<file path="config.mk">
export PLATFORM = sky130hd
export DESIGN_NAME = rr_arbiter4
export DESIGN_NICKNAME = d
export VERILOG_FILES = /design/src/rtl/rr_arbiter4_pkg.sv /design/src/rtl/Decoder2to4.sv /design/src/rtl/rr_arbiter4.sv
export SDC_FILE = /design/constraint.sdc
export NUM_CORES = 1
export LEC_CHECK = 0
export BUFFER_PORTS_ARGS = -buffer_cell sky130_fd_sc_hd__buf_2
export CORE_MARGIN = 10
export CORE_UTILIZATION = 57
export CTS_BUF_LIST = sky130_fd_sc_hd__clkbuf_4 sky130_fd_sc_hd__clkbuf_8
export CTS_CLUSTER_SIZE = 40
export DETAILED_ROUTE_END_ITERATION = 16
export PLACE_DENSITY = 0.78
export SETUP_SLACK_MARGIN = 0.3
export SKIP_LAST_GASP = 1
export SLEW_MARGIN = 20
export SYNTH_ARGS = -nofsm -noshare
export SYNTH_HDL_FRONTEND = slang
export SYNTH_SLANG_ARGS = --single-unit
export TNS_END_PERCENT = 5
</file>
<file path="constraint.sdc">
create_clock -name clk -period 3.54 [get_ports clk]
set_clock_uncertainty 0.15 [all_clocks]
set_input_delay 0 -clock clk [delete_from_list [all_inputs] [get_ports clk]]
set_output_delay 0 -clock clk [all_outputs]
set_load 0.02 [all_outputs]
</file>
<file path="src/rtl/rr_arbiter4_pkg.sv">
// Shared types and the rotating priority search for the 4-way round-robin arbiter.
package rr_arbiter4_pkg;

  localparam int NUM_REQ = 4;
  localparam int IDX_W   = 2;

  typedef enum logic {
    IDLE  = 1'b0,
    GRANT = 1'b1
  } state_t;

  typedef struct packed {
    logic             found;
    logic [IDX_W-1:0] idx;
  } search_t;

  // Walks start, start+1, ... (mod 4); masked-out bits never win.
  // Scanning from the far end lets the nearest set bit overwrite the result last.
  function automatic search_t rr_search(input logic [NUM_REQ-1:0] req,
                                        input logic [IDX_W-1:0]   start,
                                        input logic [NUM_REQ-1:0] excl);
    search_t              res;
    logic [NUM_REQ-1:0]   cand;
    logic [IDX_W-1:0]     k;
    res.found = 1'b0;
    res.idx   = '0;
    cand      = req & ~excl;
    for (int i = NUM_REQ - 1; i >= 0; i--) begin
      k = start + i[IDX_W-1:0];
      if (cand[k]) begin
        res.found = 1'b1;
        res.idx   = k;
      end
    end
    return res;
  endfunction

endpackage

</file>
<file path="src/rtl/Decoder2to4.sv">
// 2-to-4 one-hot decoder with enable; all outputs low when disabled.
module Decoder2to4 (
  input  logic [1:0] I,
  input  logic       E,
  output logic [3:0] Y
);

  assign Y = E ? (4'b0001 << I) : 4'b0000;

endmodule

</file>
<file path="src/rtl/rr_arbiter4.sv">
// Four-requester round-robin arbiter with per-grant hold limit; all outputs registered
// (gnt is a pure decode of the registered grant index and valid).
module rr_arbiter4
  import rr_arbiter4_pkg::*;
#(
  parameter int MAX_HOLD = 8
) (
  input  logic       clk,
  input  logic       rst,
  input  logic       en,
  input  logic [3:0] req,
  output logic [3:0] gnt,
  output logic [1:0] gnt_id,
  output logic       gnt_valid,
  output logic       timeout,
  output logic       o_dbg_state
);

  localparam int             CNT_W    = $clog2(MAX_HOLD + 1);
  localparam logic [CNT_W-1:0] CNT_LAST = CNT_W'(MAX_HOLD - 1);

  state_t           r_state;
  logic [IDX_W-1:0] r_ptr;
  logic [IDX_W-1:0] r_gnt_id;
  logic             r_gnt_valid;
  logic             r_timeout;
  logic [CNT_W-1:0] r_cnt;

  search_t          w_first;
  search_t          w_next;
  logic             w_hold_req;
  logic             w_handoff;

  assign w_first    = rr_search(req, r_ptr, 4'b0000);
  // Successor search skips the current holder so a timeout really moves on.
  assign w_next     = rr_search(req, r_gnt_id + 2'd1, 4'b0001 << r_gnt_id);
  assign w_hold_req = req[r_gnt_id];
  assign w_handoff  = !w_hold_req || (r_cnt == CNT_LAST);

  always_ff @(posedge clk) begin
    if (rst) begin
      r_state     <= IDLE;
      r_ptr       <= '0;
      r_gnt_id    <= '0;
      r_gnt_valid <= 1'b0;
      r_timeout   <= 1'b0;
      r_cnt       <= '0;
    end else begin
      r_timeout <= 1'b0;
      case (r_state)
        IDLE: begin
          if (en && w_first.found) begin
            r_state     <= GRANT;
            r_gnt_id    <= w_first.idx;
            r_gnt_valid <= 1'b1;
            r_cnt       <= '0;
          end
        end
        GRANT: begin
          if (w_handoff) begin
            r_ptr     <= r_gnt_id + 2'd1;
            r_timeout <= w_hold_req;
            r_cnt     <= '0;
            // A timed-out lone requester is simply re-granted in place.
            if (en && (w_next.found || w_hold_req)) begin
              if (w_next.found) r_gnt_id <= w_next.idx;
            end else begin
              r_state     <= IDLE;
              r_gnt_valid <= 1'b0;
            end
          end else begin
            r_cnt <= r_cnt + CNT_W'(1);
          end
        end
        default: begin
          r_state     <= IDLE;
          r_gnt_valid <= 1'b0;
        end
      endcase
    end
  end

  Decoder2to4 u_dec (
    .I (r_gnt_id),
    .E (r_gnt_valid),
    .Y (gnt)
  );

  assign gnt_id      = r_gnt_id;
  assign gnt_valid   = r_gnt_valid;
  assign timeout     = r_timeout;
  assign o_dbg_state = (r_state == GRANT);

endmodule

</file>
==> impl_metrics.toml, run 1 <==
[layout]
layout.cells.non_filler = 149
drive_above_1_share_pct = 19.55
syn2layout_area_growth_pct = 10.46
nFillCells = 132
nets = 146
diodes = 0

[logic_synthesis]
yosys.cell_types.count = 43
synth_edf_count = 0
synthMuxAreaShare_pct = 5.764
ys_ff_latch = 11
synth_top_family_by_area = "simple AND/OR/NAND/NOR gates"
synth_area_um2 = 933.4
async_reset_ff_share_pct = 0
synth_xor_area_share_pct = 0
yosysTopAreaCellShare_pct = 23.59
ys.flop_type = "dfxtp_1"
netlist.top_cell.by_area = "dfxtp_1"
synth_common_cells = "a21oi_1, nor2_1, dfxtp_1, inv_1"
synth-warning-count = 0
ys_top_cells_by_area = "dfxtp_1, a21oi_1, ha_1"
syn_nets = 133
ys_seq_area_share_pct = 23.59
synth_fa_ha_area_share_pct = 6.702
postSynthCellCount = 121
synth_area_per_cell_um2 = 7.714
synth_compound_area_share_pct = 27.08
yosys.area_share.simple_pct = 27.75

[cts]
cts_sinks = 11
numCtsBuffers = 3
htree_levels = 1
root_buffer = "clkbuf_4"
clk_latency_ns = 0.26
cts_resized = 0
clock_path_buffers = 2
cts.clk_slew.worst_paths_ns = 0.07
cts_tree = "yes"

[drt]
drc = 0
wl_mm = 2.371
drt_pass1_iterations = 4
ant_nets = 0
vias = 951
drtIter0Drc = 58
wl_per_cell_um = 15.91
via_per_inst = 6.383

[place]
io_buffers = 15
dpl.hpwl_mm = 1.667
place.gp.congestion = 0.8878
placedCellCount = 143

[power_and_ir_drop]
p_leak_nw = 0.4239
peakVddDrop_v = 0.0003265
p_clk_share_pct = 21.1
power.density_cell_area_mw_per_mm2 = 421.8
power_frac_comb_pct = 42.4
seqPwrFrac_pct = 36.5
swShare_pct = 40.14
p_switching_mw = 0.1746
p_int_mw = 0.2603

[timing]
drv_slew = 0
slew_headroom_pct = 55.18
final-hold-violation-count = 0
rsz0062_at_grt = "false"
period_share_pct = 86.54
setup_tns_ns = 0
tightest_slew_ns = 0.6713
setup_violations = 0
period_minus_slack_ns = 3.063
whs_ns = 0.1145
max_freq_mhz = 326.4

[grt]
grt_pass1_vias = 843
grt_max_degree = 20
grt_pass1_wl_mm = 4.036
globalRoute.busiestLayer = "met2"
met1_usage_pct = 18.93
use_met2_pct = 20.44
overflow = 0
grt_usage_pct = 13.75
antenna_found_initial = 0
globalRouteMet3Util_pct = 5.010

[floorplan]
start_util_pct = 61.25
core_mm2 = 0.001524
die_x_um = 60.47
die_area_mm2 = 0.003656
die_height_um = 60.47
core.rowCount = 14
ios = 16

[min_path]
hp-class = "in2reg"
worstHoldEndpoint = "gnt_valid"
min_from = "req[2]"
holdPathStages = 3

[setup_path]
r2r.worst_path.cells = 8
r2r_setup_slack_ns = 0.48
cp_max_fo = 19
start_kind = "register"
reg2reg_from = "gnt_id[0]"
end_kind = "register"
r2r-end = "gnt_id[0]"
path_class = "reg2reg"
crit_arrival_ns = 3.07
crit_required_ns = 3.55

[flow_run]
cap_violations = 0

[status]
status = "finished, final reports clean"
## final cells by class
type	count	area, um2	area share, %
clock buffer	4	30.03	2.913
inverter	10	37.54	3.641
multi-input combinational	91	628.1	60.92
sequential	11	220.2	21.36
tap	16	20.02	1.942
timing repair buffer	17	95.09	9.223
## stage by stage
stage / setup WS [ns] / util, % / power, mW / instance area, um2
3_3_place_gp: 0.6953 / 64.37 / 0.3359 / 980.9
5_1_grt: 0.3110 / 67.65 / 0.4678 / 1031
6_report: 0.4766 / 67.65 / 0.4349 / 1031
3_5_place_dp: 0.6102 / 64.37 / 0.3386 / 980.9
2_1_floorplan: 0.6909 / - / 0.3019 / 933.4
4_1_cts: 0.5907 / 67.65 / 0.4342 / 1031
## power by group through the flow
| stage | registers (mW) | logic [mW] | clock network (mW) |
|---|---|---|---|
| floorplan | 0.155 | 0.147 | 0 |
| global placement | 0.160 | 0.176 | 0 |
| detailed placement | 0.161 | 0.178 | 0 |
| CTS | 0.158 | 0.180 | 0.0957 |
| global route | 0.162 | 0.203 | 0.103 |
| finish | 0.159 | 0.184 | 0.0919 |
## sequential cells by signal (all words and copies together), names as in the netlist
signal and flops:
r_ptr 2, o_dbg_state 1, timeout 1, r_cnt 4, gnt_valid 1, gnt_id 2
## layout by cell type, fill, tap and decap left out, types with 3 or more instances in the layout
| cell type | instances |
|---|---|
| buf_2 | 15 |
| nor2_1 | 13 |
| a21oi_1 | 13 |
| dfxtp_1 | 11 |
| inv_1 | 10 |
| and2_1 | 5 |
| nand2_1 | 5 |
| ha_1 | 5 |
| nor3_1 | 4 |
| o21ai_0 | 4 |
| clkbuf_4 | 4 |
| nor3b_1 | 3 |
| nand3_1 | 3 |
| o22ai_1 | 3 |
## layer usage
| layer | up-vias | routed length (um) |
|---|---|---|
| li1 | 465 | - |
| met1 | 425 | 1026 |
| met2 | 57 | 1057 |
| met3 | 4 | 282 |
| met4 | 0 | 5 |
| met5 | - | 0 |
## critical path: stages, from the launching register on
cell	delay, ns
dfxtp_1	0.75
inv_1	0.25
ha_1	0.47
nor4b_1	0.49
nor3_1	0.09
o31a_1	0.26
o22ai_1	0.20
o211ai_1	0.13
o2111a_1	0.17
## worst max-delay path by stage
| stage | start | endpoint | slack, ns | cells past startpoint |
|---|---|---|---|---|
| 2_1_floorplan | gnt_id[0] | gnt_id[0] | 0.69 | 11 |
| 3_3_place_gp | gnt_id[0] | gnt_id[0] | 0.70 | 8 |
| 3_5_place_dp | gnt_id[0] | gnt_id[0] | 0.61 | 8 |
| 4_1_cts | gnt_id[0] | gnt_id[0] | 0.59 | 8 |
| 5_1_grt | gnt_id[0] | gnt_id[0] | 0.31 | 8 |
| 6_report | gnt_id[0] | gnt_id[0] | 0.48 | 8 |
## repair_timing
| action | CTS | global route |
|---|---|---|
| hold buffers | 2 | 0 |
| buffers inserted | 0 | 0 |
| endpoints found under the setup margin | 0 | 0 |
| endpoints found under the hold margin | 9 | 0 |
## kinds of logic after synthesis
| kind of cell | after synthesis |
|---|---|
| buf+inv | 19 |
| compound gates | 35 |
| mux | 4 |
| flops | 11 |
| simple gates | 47 |
| fa+ha+maj | 5 |
(Power assumes the default switching activity.)
==> run 2: changes to the inputs <==
- PLACE_DENSITY: 0.78 -> not set
- PLACE_DENSITY_LB_ADDON: not set -> 0.3
==> run 2 against run 1 <==
Net effect: power is essentially flat; hold slack gained 0.022 ns; non-clock buffer count grew 1; via count shrank 2.8%; final cell count grew 0.67%; combinational power grew 5%; maximum frequency grew 22%; cell area grew 0.73%; sequential share of layout area shrank 0.15 points; sequential power shrank 5%; critical endpoint unchanged.
==> impl_metrics.toml, run 2 (same netlist as run 1, synthesis figures left out) <==
[grt]
grt_usage_pct = 12.80
grt_pass1_vias = 865
antenna_found_initial = 0
grt_max_degree = 14
overflow = 0
met1_usage_pct = 14.61
globalRoute.busiestLayer = "met2"
grt_pass1_wl_mm = 3.746
globalRouteMet3Util_pct = 2.296
use_met2_pct = 21.18

[floorplan]
die_x_um = 60.47
ios = 16
core.rowCount = 14
core_mm2 = 0.001524
die_height_um = 60.47
die_area_mm2 = 0.003656
start_util_pct = 61.25

[setup_path]
cp_slowest_stage_delay_ns = 0.46
cp_max_fo = 8
start_kind = "register"
crit_required_ns = 3.56
critPathSlowestCell = "dfxtp_1"
startpoint = "gnt_id[0]"
end_kind = "register"
cp_cell_sequence = "inv_1, ha_1, nor4b_1, nor3_1, o31a_1, o22ai_1, o211ai_1, o2111a_1"
crit_arrival_ns = 2.53
r2r.worst_path.cells = 8
reg2reg_from = "gnt_id[0]"
r2r-end = "gnt_id[0]"
path_class = "reg2reg"
r2r_setup_slack_ns = 1.03
critPathBufInv = 1
crit_family = "compound AO/OA/AOI/OAI gates"
worst-path-stages = 8
crit_path_end = "gnt_id[0]"

[layout]
most-common-layout-cells = "buf_2, nor2_1, a21oi_1, dfxtp_1, inv_1"
syn2layout_area_growth_pct = 11.26
final_area_mm2 = 0.001039
top_register = "r_cnt"
nets = 147
largest_reg_flops = 4
final_core_util_pct = 68.14
final_common_cell = "buf_2"
drive_above_1_share_pct = 20.15
diodes = 0

[drt]
drtIter0Drc = 27
via_per_inst = 6.160
ant_nets = 0
wl_per_cell_um = 14.80
vias = 924
wl_mm = 2.220
drt_pass1_iterations = 4
drc = 0

[timing]
period_share_pct = 70.84
slew_headroom_pct = 69.85
whs_ns = 0.1367
period_minus_slack_ns = 2.508
setup_violations = 0
rsz0062_at_grt = "false"
final-hold-violation-count = 0
max_freq_mhz = 398.8
drv_slew = 0
setup_tns_ns = 0
tightest_slew_ns = 0.4482

[place]
place.gp.congestion = 0.8784
io_buffers = 15
place_area_um2 = 988.4
dpl.hpwl_mm = 1.716

[power_and_ir_drop]
power.density_cell_area_mw_per_mm2 = 418.5
p_leak_nw = 0.4291
peakVddDrop_v = 0.0003172
power.total_mw = 0.4346

[min_path]
hp-class = "in2reg"
holdPathStages = 3

[cts]
cts_setup_buffers = 0
clk_latency_ns = 0.27
numCtsBuffers = 3
htree_levels = 1
clock_path_buffers = 2
cts_sinks = 11
cts.clk_slew.worst_paths_ns = 0.07
cts_tree = "yes"
root_buffer = "clkbuf_4"

[status]
status = "finished, final reports clean"

[flow_run]
cap_violations = 0
## run 2: cell count changes in the layout (fill, tap and decap cells not counted)
cell   change
buf_4      +1
## run 2: layout make-up
class	instances	area (um2)
Tap cell	16	20.02
Sequential cell	11	220.2
Fill cell	126	485.5
Inverter	10	37.54
Clock buffer	4	30.03
Multi-Input combinational cell	91	628.1
Timing Repair Buffer	18	102.6
## run 2: tightest hold or removal path: cells and delay by family
kind / cells / cell delay [ns]
compound gates: 2 / 0.33
buf+inv: 1 / 0.18
## run 2: routing by layer
layer | vias to the layer above | routed length (um)
li1 | 468 | -
met1 | 420 | 899
met2 | 31 | 1112
met3 | 5 | 167
met4 | 0 | 40
met5 | - | 0
## run 2: power breakdown
part | internal (mW) | switching (mW) | total [mW]
sequential | 0.134 | 0.0162 | 0.151
combinational | 0.0775 | 0.116 | 0.193
clock | 0.0512 | 0.0395 | 0.0908
## run 2: how the worst min path moves through the flow
stage | startpoint | end
final | req[3] | gnt_valid
after global routing | req[3] | gnt_valid
after CTS | req[3] | gnt_valid
after detailed placement | rst | r_cnt[1]
after global placement | en | gnt_valid
after floorplan | en | gnt_valid
## run 2: repair_timing
| item | CTS | global route |
|---|---|---|
| hold buffers | 2 | 0 |
| resized for setup | 0 | 0 |
| hold endpoints to repair | 9 | 0 |
## run 2: stage by stage
stage | setup WS (ns) | instances
after floorplan | 0.6909 | 121
after global placement | 1.086 | 144
after detailed placement | 1.077 | 144
after CTS | 1.054 | 150
after global routing | 0.8883 | 150
final | 1.032 | 150
==> run 3: changes to the inputs <==
- ABC_AREA: not set -> 1
- CORE_UTILIZATION: 57 -> 53
- clock period: 3.54 -> 2.15 ns (I/O delays scaled with it)
==> run 3 against run 2 <==
Net effect: highest routed layer unchanged; final cell count grew 60%; sequential share of layout area fell by 3.9 points; sequential cell count is the same; die area rose by 13%; non-clock buffer count grew 6; cell area up 27%; global-route usage up 0.56 points.
==> impl_metrics.toml, run 3 <==
[logic_synthesis]
synth_edf_count = 0
synth_most_common_cell = "nand2_1"
async_reset_ff_share_pct = 0
ys_top_cells_by_area = "nand2_1, dfxtp_1, ha_1"
yosys.cell_types.count = 24
netlist.top_cell.by_area = "nand2_1"
ys.flop_type = "dfxtp_1"
synth_common_cells = "nand2_1, inv_1, nand3_1, nor2_1, dfxtp_1"
ys_ff_latch = 11
yosysTopAreaCellShare_pct = 30.54
ys_seq_area_share_pct = 21.08
synth_area_mm2 = 0.001045
synth_area_per_cell_um2 = 5.587
postSynthCellCount = 187
synth-warning-count = 0
syn_nets = 199

[floorplan]
die_x_um = 64.40
die_height_um = 64.40
ios = 16
core.rowCount = 16
core_mm2 = 0.001922
die_area_mm2 = 0.004147
start_util_pct = 54.36

[drt]
drt_pass1_iterations = 4
vias = 1260
drc = 0
wl_mm = 3.072
drtIter0Drc = 65
via_per_inst = 5.250
ant_nets = 0
wl_per_cell_um = 12.80

[cts]
clock_path_buffers = 2
cts_tree = "yes"
clk_latency_ns = 0.27
numCtsBuffers = 3
root_buffer = "clkbuf_4"
cts.clk_slew.worst_paths_ns = 0.07
htree_levels = 1
cts_sinks = 11

[power_and_ir_drop]
p_clk_share_pct = 10.8
peakVddDrop_v = 0.0006525
swShare_pct = 49.42
p_int_mw = 0.7008
power.total_mw = 1.386
p_switching_mw = 0.6847
seqPwrFrac_pct = 21.5
power.density_cell_area_mw_per_mm2 = 1047
p_leak_nw = 0.7300
power_frac_comb_pct = 67.7

[place]
dpl.hpwl_mm = 2.164
place.gp.congestion = 0.9393
place_area_mm2 = 0.001152
io_buffers = 15
place_ws_ns = 0.1470

[grt]
grt_pass1_vias = 1156
grt_max_degree = 11
grt_pass1_wl_mm = 4.678
overflow = 0
grt_usage_pct = 13.37
antenna_found_initial = 0

[setup_path]
crit_arrival_ns = 1.88
end_kind = "register"
start_kind = "register"
cp_max_fo = 6
r2r_setup_slack_ns = 0.28
reg2reg_from = "gnt_id[0]"
path_class = "reg2reg"
startpoint = "gnt_id[0]"
crit_required_ns = 2.15

[layout]
nFillCells = 171
diodes = 0
nets = 226
most-common-layout-cells = "nand2_1, buf_2, inv_1, nand3_1, nor2_1"
top_register = "r_cnt"
largest_reg_flops = 4
syn2layout_area_growth_pct = 26.71
final_area_mm2 = 0.001324
final_core_util_pct = 68.88
drive_above_1_share_pct = 24.88
final_common_cell = "nand2_1"
ff_latch_area_um2 = 229.0
multi_input_area_um2 = 772.0

[timing]
final-hold-violation-count = 0
setup_violations = 0
max_freq_mhz = 533.3
worst_slack_ns = 0.2750
rsz0062_at_grt = "true"
setup_tns_ns = 0
period_share_pct = 87.21
period_minus_slack_ns = 1.875
slew_headroom_pct = 80.46
tightest_slew_ns = 0.2900
drv_slew = 0

[min_path]
min_from = "req[2]"
hp-class = "in2reg"

[flow_run]
cap_violations = 0

[status]
status = "finished, final reports clean"
[run 3: changes by cell type after synthesis, sizes merged, moves of 3 or more]
cell and change:
nand2 +82, a21oi -3, nor3b -3, o21ai +7, inv +10, nor3 -4
nand3 +10, clkbuf -5
[run 3: stage by stage]
step / instances / hold WS (ns)
detailed placement: 227 / 0.05899
CTS: 236 / 0.1924
global route: 240 / 0.2105
finish: 240 / 0.1969
floorplan: 187 / -0.08093
global placement: 227 / 0.05510
[run 3: timing repair]
item | in CTS | in global routing
endpoints found under the setup margin | 4 | 8
hold endpoints to repair | 8 | 0
resized for setup | 8 | 9
hold buffers | 2 | 0
pin swaps | 5 | 9
cloned | 0 | 1
buffers inserted | 3 | 3
[run 3: worst paths after layout]
| path | to | cells past startpoint |
|---|---|---|
| min | timeout | 6 |
| min reg2reg | r_cnt[2] | 2 |
| max | gnt_valid | 9 |
| max reg2reg | gnt_valid | 9 |
[run 3: critical path, cell delays in order (launching register included)]
cell and delay [ns]:
dfxtp_4 0.38, buf_8 0.14, o21ai_0 0.27, nand2_1 0.14, nor2_1 0.14, nand2_1 0.09
o21ai_0 0.17, o21ai_0 0.16, nand2_1 0.09, a21oi_1 0.06
[run 3: power groups by stage]
stage               Combinational (mW)  Clock [mW]  Sequential (mW)
floorplan                        0.587           0            0.300
global placement                 0.708           0            0.304
detailed placement               0.728           0            0.306
CTS                              0.809       0.152            0.287
global route                      1.03       0.166            0.303
finish                           0.938       0.149            0.298
[run 3: cell families (layout without fill, tap and decap cells)]
kind of cell,Yosys count,count (layout),synth area share [%]
and+or+nand+nor,124,124,50.66
adders and majority gates,5,5,5.988
AOI/OAI and AO/OA,23,23,11.86
buffers and inverters,23,49,9.581
DFF,11,11,21.08
xor gates and xnor gates,1,1,0.8385
[run 3: final cells by class]
class                   count  share of cell area (%)
well taps                  27                   2.552
multi-input cells         153                   58.32
repair buffers             24                   13.04
clock buffers               4                   2.268
inverters                  21                   6.522
flip-flops and latches     11                   17.30
[run 3: per-layer routing]
layer	global-route usage [%]	share of wire, %	up-vias
met3	4.181	7.7	7
met4	3.476	2.3	0
met1	15.32	40	551
met2	23.28	50	63
met5	0	0	-
li1	-	-	639
